### src/rtl/dmx_tx_if.sv
// Signal bundle between the DMX512 serializer and its enable source,
// channel memory and line driver.
interface dmx_tx_if;
    logic       CLK_EN;
    logic       START;
    logic [8:0] SLOT_ADDR;
    logic [7:0] SLOT_DATA;
    logic       TX;
    logic       BUSY;
    logic       DONE;

    modport master (
        input  CLK_EN, START, SLOT_DATA,
        output SLOT_ADDR, TX, BUSY, DONE
    );

    modport slave (
        output CLK_EN, START, SLOT_DATA,
        input  SLOT_ADDR, TX, BUSY, DONE
    );
endinterface

### src/rtl/dmx_tx.sv
// DMX512 packet serializer: BREAK, MARK-AFTER-BREAK, start code and
// NUM_SLOTS data slots at one bit per CLK_EN, 8N2 LSB first.
module dmx_tx #(
    parameter int unsigned NUM_SLOTS  = 512,
    parameter int unsigned BREAK_BITS = 23,
    parameter int unsigned MAB_BITS   = 3,
    parameter logic [7:0]  START_CODE = 8'h00
) (
    input  logic     CLK,
    input  logic     RST,
    dmx_tx_if.master dmx
);
    typedef enum logic [1:0] {S_IDLE, S_BREAK, S_MAB, S_FRAME} state_t;

    localparam int unsigned   CW         = 16;
    localparam logic [CW-1:0] BREAK_LAST = CW'(BREAK_BITS - 1);
    localparam logic [CW-1:0] MAB_LAST   = CW'(MAB_BITS - 1);
    localparam logic [CW-1:0] BIT_LAST   = CW'(10);
    localparam logic [9:0]    LAST_SLOT  = 10'(NUM_SLOTS);

    state_t        state;
    logic          pend;
    logic [CW-1:0] cnt;
    logic [9:0]    slot;
    logic [7:0]    shreg;
    logic [7:0]    first_byte;
    logic [8:0]    slot_addr;
    logic          tx;
    logic          busy;
    logic          done;

    assign first_byte    = (slot == '0) ? START_CODE : dmx.SLOT_DATA;
    assign dmx.SLOT_ADDR = slot_addr;
    assign dmx.TX        = tx;
    assign dmx.BUSY      = busy;
    assign dmx.DONE      = done;

    always_ff @(posedge CLK or negedge RST) begin
        if (!RST) begin
            state     <= S_IDLE;
            pend      <= 1'b0;
            cnt       <= '0;
            slot      <= '0;
            shreg     <= '1;
            slot_addr <= '0;
            tx        <= 1'b1;
            busy      <= 1'b0;
            done      <= 1'b0;
        end else begin
            done <= 1'b0;

            // Request capture runs every CLK; busy already covers pend.
            if (dmx.START && !busy) begin
                pend <= 1'b1;
                busy <= 1'b1;
            end

            if (dmx.CLK_EN) begin
                unique case (state)
                    S_IDLE: begin
                        if (pend) begin
                            state <= S_BREAK;
                            pend  <= 1'b0;
                            tx    <= 1'b0;
                            cnt   <= '0;
                        end
                    end
                    S_BREAK: begin
                        if (cnt == BREAK_LAST) begin
                            state <= S_MAB;
                            tx    <= 1'b1;
                            cnt   <= '0;
                        end else begin
                            cnt <= cnt + 1'b1;
                        end
                    end
                    S_MAB: begin
                        if (cnt == MAB_LAST) begin
                            state     <= S_FRAME;
                            tx        <= 1'b0;
                            cnt       <= '0;
                            slot      <= '0;
                            slot_addr <= '0;
                        end else begin
                            cnt <= cnt + 1'b1;
                        end
                    end
                    S_FRAME: begin
                        // Ones shift in from the top so the stop bits fall out for free.
                        if (cnt == '0) begin
                            tx    <= first_byte[0];
                            shreg <= {1'b1, first_byte[7:1]};
                            cnt   <= cnt + 1'b1;
                        end else if (cnt != BIT_LAST) begin
                            tx    <= shreg[0];
                            shreg <= {1'b1, shreg[7:1]};
                            cnt   <= cnt + 1'b1;
                        end else if (slot == LAST_SLOT) begin
                            state <= S_IDLE;
                            tx    <= 1'b1;
                            busy  <= 1'b0;
                            done  <= 1'b1;
                            cnt   <= '0;
                        end else begin
                            slot      <= slot + 1'b1;
                            slot_addr <= slot[8:0];
                            tx        <= 1'b0;
                            cnt       <= '0;
                        end
                    end
                endcase
            end
        end
    end
endmodule
### src/flat_wrapper.sv
// flat-port wrapper written by rule: the top's interface ports become plain ports
module dmx_tx_flat 
#(
    parameter int unsigned NUM_SLOTS  = 512,
    parameter int unsigned BREAK_BITS = 23,
    parameter int unsigned MAB_BITS   = 3,
    parameter logic [7:0]  START_CODE = 8'h00
)
  (CLK, RST, dmx_CLK_EN, dmx_START, dmx_SLOT_DATA, dmx_SLOT_ADDR, dmx_TX, dmx_BUSY, dmx_DONE);
  dmx_tx_if dmx_i ();
  input  logic CLK;
  input  logic RST;
  input wire logic [$bits(dmx_i.CLK_EN)-1:0] dmx_CLK_EN;
  input wire logic [$bits(dmx_i.START)-1:0] dmx_START;
  input wire logic [$bits(dmx_i.SLOT_DATA)-1:0] dmx_SLOT_DATA;
  output wire logic [$bits(dmx_i.SLOT_ADDR)-1:0] dmx_SLOT_ADDR;
  output wire logic [$bits(dmx_i.TX)-1:0] dmx_TX;
  output wire logic [$bits(dmx_i.BUSY)-1:0] dmx_BUSY;
  output wire logic [$bits(dmx_i.DONE)-1:0] dmx_DONE;
  assign dmx_i.CLK_EN = dmx_CLK_EN;
  assign dmx_i.START = dmx_START;
  assign dmx_i.SLOT_DATA = dmx_SLOT_DATA;
  assign dmx_SLOT_ADDR = dmx_i.SLOT_ADDR;
  assign dmx_TX = dmx_i.TX;
  assign dmx_BUSY = dmx_i.BUSY;
  assign dmx_DONE = dmx_i.DONE;
  dmx_tx #(.NUM_SLOTS(NUM_SLOTS), .BREAK_BITS(BREAK_BITS), .MAB_BITS(MAB_BITS), .START_CODE(START_CODE)) u_core (.CLK(CLK), .RST(RST), .dmx(dmx_i));
endmodule
### config.mk
export PLATFORM = sky130hd
export DESIGN_NAME = dmx_tx_flat
export DESIGN_NICKNAME = d
export VERILOG_FILES = /design/src/rtl/dmx_tx_if.sv /design/src/rtl/dmx_tx.sv /design/src/flat_wrapper.sv
export SDC_FILE = /design/constraint.sdc
export NUM_CORES = 1
export LEC_CHECK = 0
export CORE_UTILIZATION = 35
export CTS_BUF_LIST = sky130_fd_sc_hd__clkbuf_4 sky130_fd_sc_hd__clkbuf_8
export CTS_CLUSTER_SIZE = 20
export DETAILED_ROUTE_END_ITERATION = 10
export SLEW_MARGIN = 20
export SYNTH_ARGS = -nofsm -noshare
export SYNTH_HDL_FRONTEND = slang
export SYNTH_SLANG_ARGS = --single-unit
### constraint.sdc
create_clock -name CLK -period 2 [get_ports CLK]
set_input_delay 0.4 -clock CLK [delete_from_list [all_inputs] [get_ports CLK]]
set_output_delay 0.4 -clock CLK [all_outputs]
set_load 0.1 [all_outputs]
# == After elaboration in Yosys (flattened, before gate mapping) ==
# Cells that the tools add are included.
# word_totals
latch_bits,0
ram_bits,0
reg_bits,49
romBits,0
inputBits,12
mem_count,0
# classes
order_cmp,0
n_reduce_logical,12
n_eq_ne,14
bitwise,0
n_mul,0
add_sub_neg,2
muxes,47
n_shift,0
div_mod_pow,0
# op_table
op,n
16-bit 2-to-1 mux,5
16-bit one-hot mux with 4 select lines,1
10-bit 2-to-1 mux,4
9-bit 2-to-1 mux,4
8-bit 2-to-1 mux,3
1-bit 2-to-1 mux,20
10-bit one-hot mux with 2 select lines,1
9-bit one-hot mux with 2 select lines,1
16-bit by 1-bit adder with 16-bit output (second input constant),1
16-bit by 2-bit == test with 1-bit output (second input constant),1
16-bit by 5-bit == test with 1-bit output (second input constant),1
16-bit zero test,1
16-bit by 4-bit != test with 1-bit output (second input constant),1
2-bit 2-to-1 mux,6
10-bit by 1-bit adder with 10-bit output (second input constant),1
10-bit == test (second input constant),1
10-bit zero test,1
2-bit by 1-bit != test with 1-bit output (second input constant),4
2-bit one-hot mux with 4 select lines,1
7-bit AND reduction,1
2-bit != test (second input constant),3
6-bit AND reduction,1
2-bit == test (second input constant),2
1-bit one-hot mux with 4 select lines,1
other kinds (8),9

# == Depth between registers and ports, before layout ==
# depth
ltp_word,8
mapped_depth,8
mapped_depth_nobuf,7

# == Worst setup path before layout ==
# No wires, ideal clock.
# synth_timing
path_type,register to register
startpoint,register u_core.cnt[0]
endpoint,register u_core.slot[8]
path_stages_with_launch,9
setup_time_ns,0.077
synth_period_minus_slack_ns,2.152
n_path_buf,1
t_required_ns,1.923
t_arrival_ns,2.075
slack_ns,-0.152
path_cell_list,dfrtp_1 > inv_1 > ha_1 > nor4b_1 > and4_4 > o21ai_4 > buf_6 > or4_1 > a21oi_1
# synth_via
elab_chain_len,3
word_cells_on_any_way,7
cone_classes,eq/ne: 5; reduce/logical: 2
# synth_rtl
item,line_no,rtl
from (decl),dmx_tx.sv:23,logic [CW-1:0] cnt;
from (signal assigned),dmx_tx.sv:74,cnt <= cnt + 1'b1;
from (signal assigned),dmx_tx.sv:85,cnt <= cnt + 1'b1;
from (signal assigned),dmx_tx.sv:93,cnt <= cnt + 1'b1;
16-bit by 4-bit != test with 1-bit output (tied with other cells),dmx_tx.sv:94,end else if (cnt != BIT_LAST) begin
2-bit != test (no source line) or 2-bit by 1-bit != test with 1-bit output (tied branches),n/a,
6-bit AND reduction (no source line) *,n/a,
to (signal assigned),dmx_tx.sv:105,slot <= slot + 1'b1;
to (decl),dmx_tx.sv:24,logic [9:0] slot;
# Mark *: on every way between the ends. The rest lies on a longest branch, timed or not.
# A chain may end at the register's enable or synchronous reset.

# == Worst setup path in the final report ==
# layout_timing
startpoint,register u_core.cnt[15]
endpoint,register u_core.slot[3]
# Same word-level chain as after synthesis.

==> impl_metrics.env <==
export IMPL_synth_ff_type="dfrtp_1"
export IMPL_period_needed_ns=2.17
export IMPL_dieHeight_microns=89.5
export IMPL_grt_pass1_wl_microns=10900
export IMPL_yosysSeqAreaShare=0.452
export IMPL_rsz0062_at_grt="yes"
export IMPL_cp_slowest_stage_delay_ns=0.47
export IMPL_grt_max_degree=49
export IMPL_gp_congestion=0.772
export IMPL_met2WireLength_microns=3000
export IMPL_overflow=0
export IMPL_synthCells=277
export IMPL_violations="setup timing"
export IMPL_post_dp_cell_area_sq_mm=0.00351
export IMPL_core_rowCount=31
export IMPL_period_share=1.08
export IMPL_worstPathCellList="nor4_4 -> buf_4 -> buf_6 -> and4_4 -> a31oi_4 -> buf_6 -> or4_4 -> a21oi_2"
export IMPL_antenna_found_initial=0
export IMPL_cts_buffer_depth=2
export IMPL_cp_required_ns=2.25
export IMPL_dr_pass1_iters=4
export IMPL_drtIter0Drc=101
export IMPL_synth_top_area_frac=0.373
export IMPL_async_flop_share=1.00
export IMPL_worstSetupPathType="reg2reg"
export IMPL_fp_dieW_microns=89.5
export IMPL_cpMostUsedCell="buf_6"
export IMPL_syn_cell_area_sq_mm=0.00268
export IMPL_crit_slowest_cell="or4_4"
export IMPL_drt_wl_total_microns=6480
export IMPL_holdWs_ns=0.165
export IMPL_clk_latency_ns=0.31
export IMPL_topRoutingLayerUsed="met4"
export IMPL_die_area_sq_mm=0.00801
export IMPL_areaGrowthSynthToFinish_pct=45.3
export IMPL_portBuffers=23
export IMPL_worst_slew_pin_slew_ns=0.642
export IMPL_ant_nets=0
export IMPL_drt_vias_per_instance=5.09
export IMPL_wl_per_cell_microns=13.8
export IMPL_yosysMostFrequentCell="dfrtp_1"
export IMPL_ys_top_cells_by_area="dfrtp_1 37%, dfstp_2 7.8%, ha_1 4.7%"
export IMPL_wl_met1_microns=3190
export IMPL_dp_hpwl_microns=4700
export IMPL_route_vias_total=2386
export IMPL_drive_gt1_frac=0.422
export IMPL_nets=391
export IMPL_yosys_warnings=0
export IMPL_ys_top_cells_by_count="40 x dfrtp_1, 26 x nor2_1, 24 x nand2_1"
export IMPL_synth_top_cell_by_area="dfrtp_1"
export IMPL_critical_path_arrival_ns=2.42
export IMPL_critPathMaxFanout=6
export IMPL_io_pins=24
export IMPL_cts_buffers=5
export IMPL_drv_slew=0
export IMPL_h_tree_depth=2
export IMPL_maxCapViolCount=0
export IMPL_synth_distinct_cells=48
export IMPL_cts_tree="built"
export IMPL_final_cell_area_sq_mm=0.00389
export IMPL_place_inst=453
export IMPL_final_hold_violation_count=0
export IMPL_drc=0
export IMPL_syn_num_nets=299
export IMPL_fmax_mhz=461
export IMPL_setup_viol_count_final=36
export IMPL_slew_headroom=0.566
export IMPL_p_leak_nw=1.70
export IMPL_power_w=0.00412
export IMPL_crit_path_end_kind="flop"
export IMPL_clock_skew_ns=0.0130
export IMPL_first_global_vias=2308
export IMPL_core_sq_mm=0.00733
export IMPL_path_clk_slew_ns=0.10
export IMPL_holdCritPathClass="in2async"
export IMPL_postSynthAreaPerCell_sq_um=9.68
export IMPL_dr_wl_met3_microns=191
export IMPL_root_buffer="clkbuf_8"
export IMPL_grt_usage=0.180
export IMPL_status="finished, violations left"
export IMPL_diodes=0
export IMPL_finalWorstSetupSlack_ns=-0.169
export IMPL_cts_sinks=48
export IMPL_final_cells=469
export IMPL_p_per_area_mw_per_mm2=1060
export IMPL_cp_start_kind="flop"
export IMPL_detailedPlace_worstSlack_ns=-0.355
export IMPL_peakVddDrop_mv=0.965
export IMPL_ys_ff_latch=48
export IMPL_synth_edff_count=0
export IMPL_start_util=0.366
[cells by family after synthesis]
group                    share of synthesized area
AO/OA/AOI/OAI                                0.141
XOR/XNOR                                    0.0425
adder cells (fa/ha/maj)                     0.0467
buffers and inverters                       0.0513
flip-flops                                   0.452
multiplexers                                0.0196
AND/OR/NAND/NOR                              0.246
[metrics by stage]
step,TNS [ns],utilization
after floorplan,0,-
after global placement,-4.16,0.478
after detailed placement,-5.30,0.478
after CTS,-2.33,0.513
after global routing,-6.94,0.531
final,-2.90,0.531
[layer usage]
layer / track usage / vias to the layer above
met5: 0 / -
met4: 0.0620 / 0
met3: 0.0323 / 8
met2: 0.280 / 31
met1: 0.252 / 1154
li1: - / 1193
[timing repair]
item	in CTS	in global routing
setup buffers	2	4
gates resized for setup	29	33
endpoints found under the setup margin	40	46
hold buffers	0	0
pin swaps	22	8
gates cloned	2	0
[flip-flops by register name (all words and copies together), names as in the netlist]
| signal | flops |
|---|---|
| u_core.dmx.SLOT_ADDR | 9 |
| u_core.state | 2 |
| u_core.dmx.TX | 1 |
| u_core.shreg | 7 |
| u_core.cnt | 16 |
| u_core.pend | 1 |
| u_core.dmx.DONE | 1 |
| u_core.slot | 10 |
| u_core.dmx.BUSY | 1 |
[final cells by class]
class                      count  area [sq um]
clock buffer                   5          68.8
clock inverter                 3          42.5
fill                         665          3440
multi-input combinational    197          1550
timing repair buffer          99           828
sequential                    48          1210
inverter                      18          67.6
tap                           99           124
[layout by cell type (no fill, tap or decap), types with 3 or more instances in the layout]
master | synthesis | layout
inv_1 | 18 | 17
ha_1 | 10 | 9
buf_6 | 1 | 9
mux2i_1 | 3 | 3
nor2_2 | 0 | 11
dfstp_2 | 8 | 8
clkdlybuf4s50_1 | 0 | 10
clkbuf_8 | 0 | 5
buf_4 | 1 | 76
nand4_1 | 12 | 12
nand2_1 | 24 | 24
a21oi_2 | 0 | 5
dfrtp_1 | 40 | 40
o31ai_2 | 0 | 3
nand3_1 | 10 | 9
and3_1 | 4 | 4
a21oi_1 | 8 | 3
xnor2_1 | 9 | 9
nor4_1 | 4 | 4
nor3_1 | 8 | 5
xor2_1 | 4 | 4
o21ai_1 | 0 | 3
nor2_1 | 26 | 14
a22oi_1 | 6 | 6
or4_4 | 0 | 4
a22o_1 | 9 | 9
o21ai_0 | 9 | 4
o31ai_1 | 7 | 4
[final timing paths]
check | depth (start not counted) | slack (ns) | endpoint | from
min in group CLK | 2 | 0.47 | u_core.shreg[5] | u_core.shreg[5]
min | 2 | 0.17 | u_core.dmx.SLOT_ADDR[3] | RST
max | 8 | -0.17 | u_core.slot[3] | u_core.cnt[15]
max reg2reg | 8 | -0.17 | u_core.slot[3] | u_core.cnt[15]
max in group asynchronous | 2 | 1.39 | u_core.slot[9] | RST
min reg2reg | 2 | 0.47 | u_core.shreg[5] | u_core.shreg[5]
[power breakdown]
| part | switching (W) | internal (W) |
|---|---|---|
| sequential | 0.000101 | 0.00116 |
| clock | 0.000346 | 0.000370 |
| combinational | 0.00112 | 0.00102 |
| total | 0.00157 | 0.00255 |
[critical path, delay by kind of cell, from the launching register on]
family / cells / cell delay (ns)
buffers and inverters: 3 / 0.42
AND/OR/NAND/NOR: 3 / 1.04
AO/OA/AOI/OAI: 2 / 0.25
flip-flops: 1 / 0.41
Note: power is estimated with default switching activity, not from simulation.
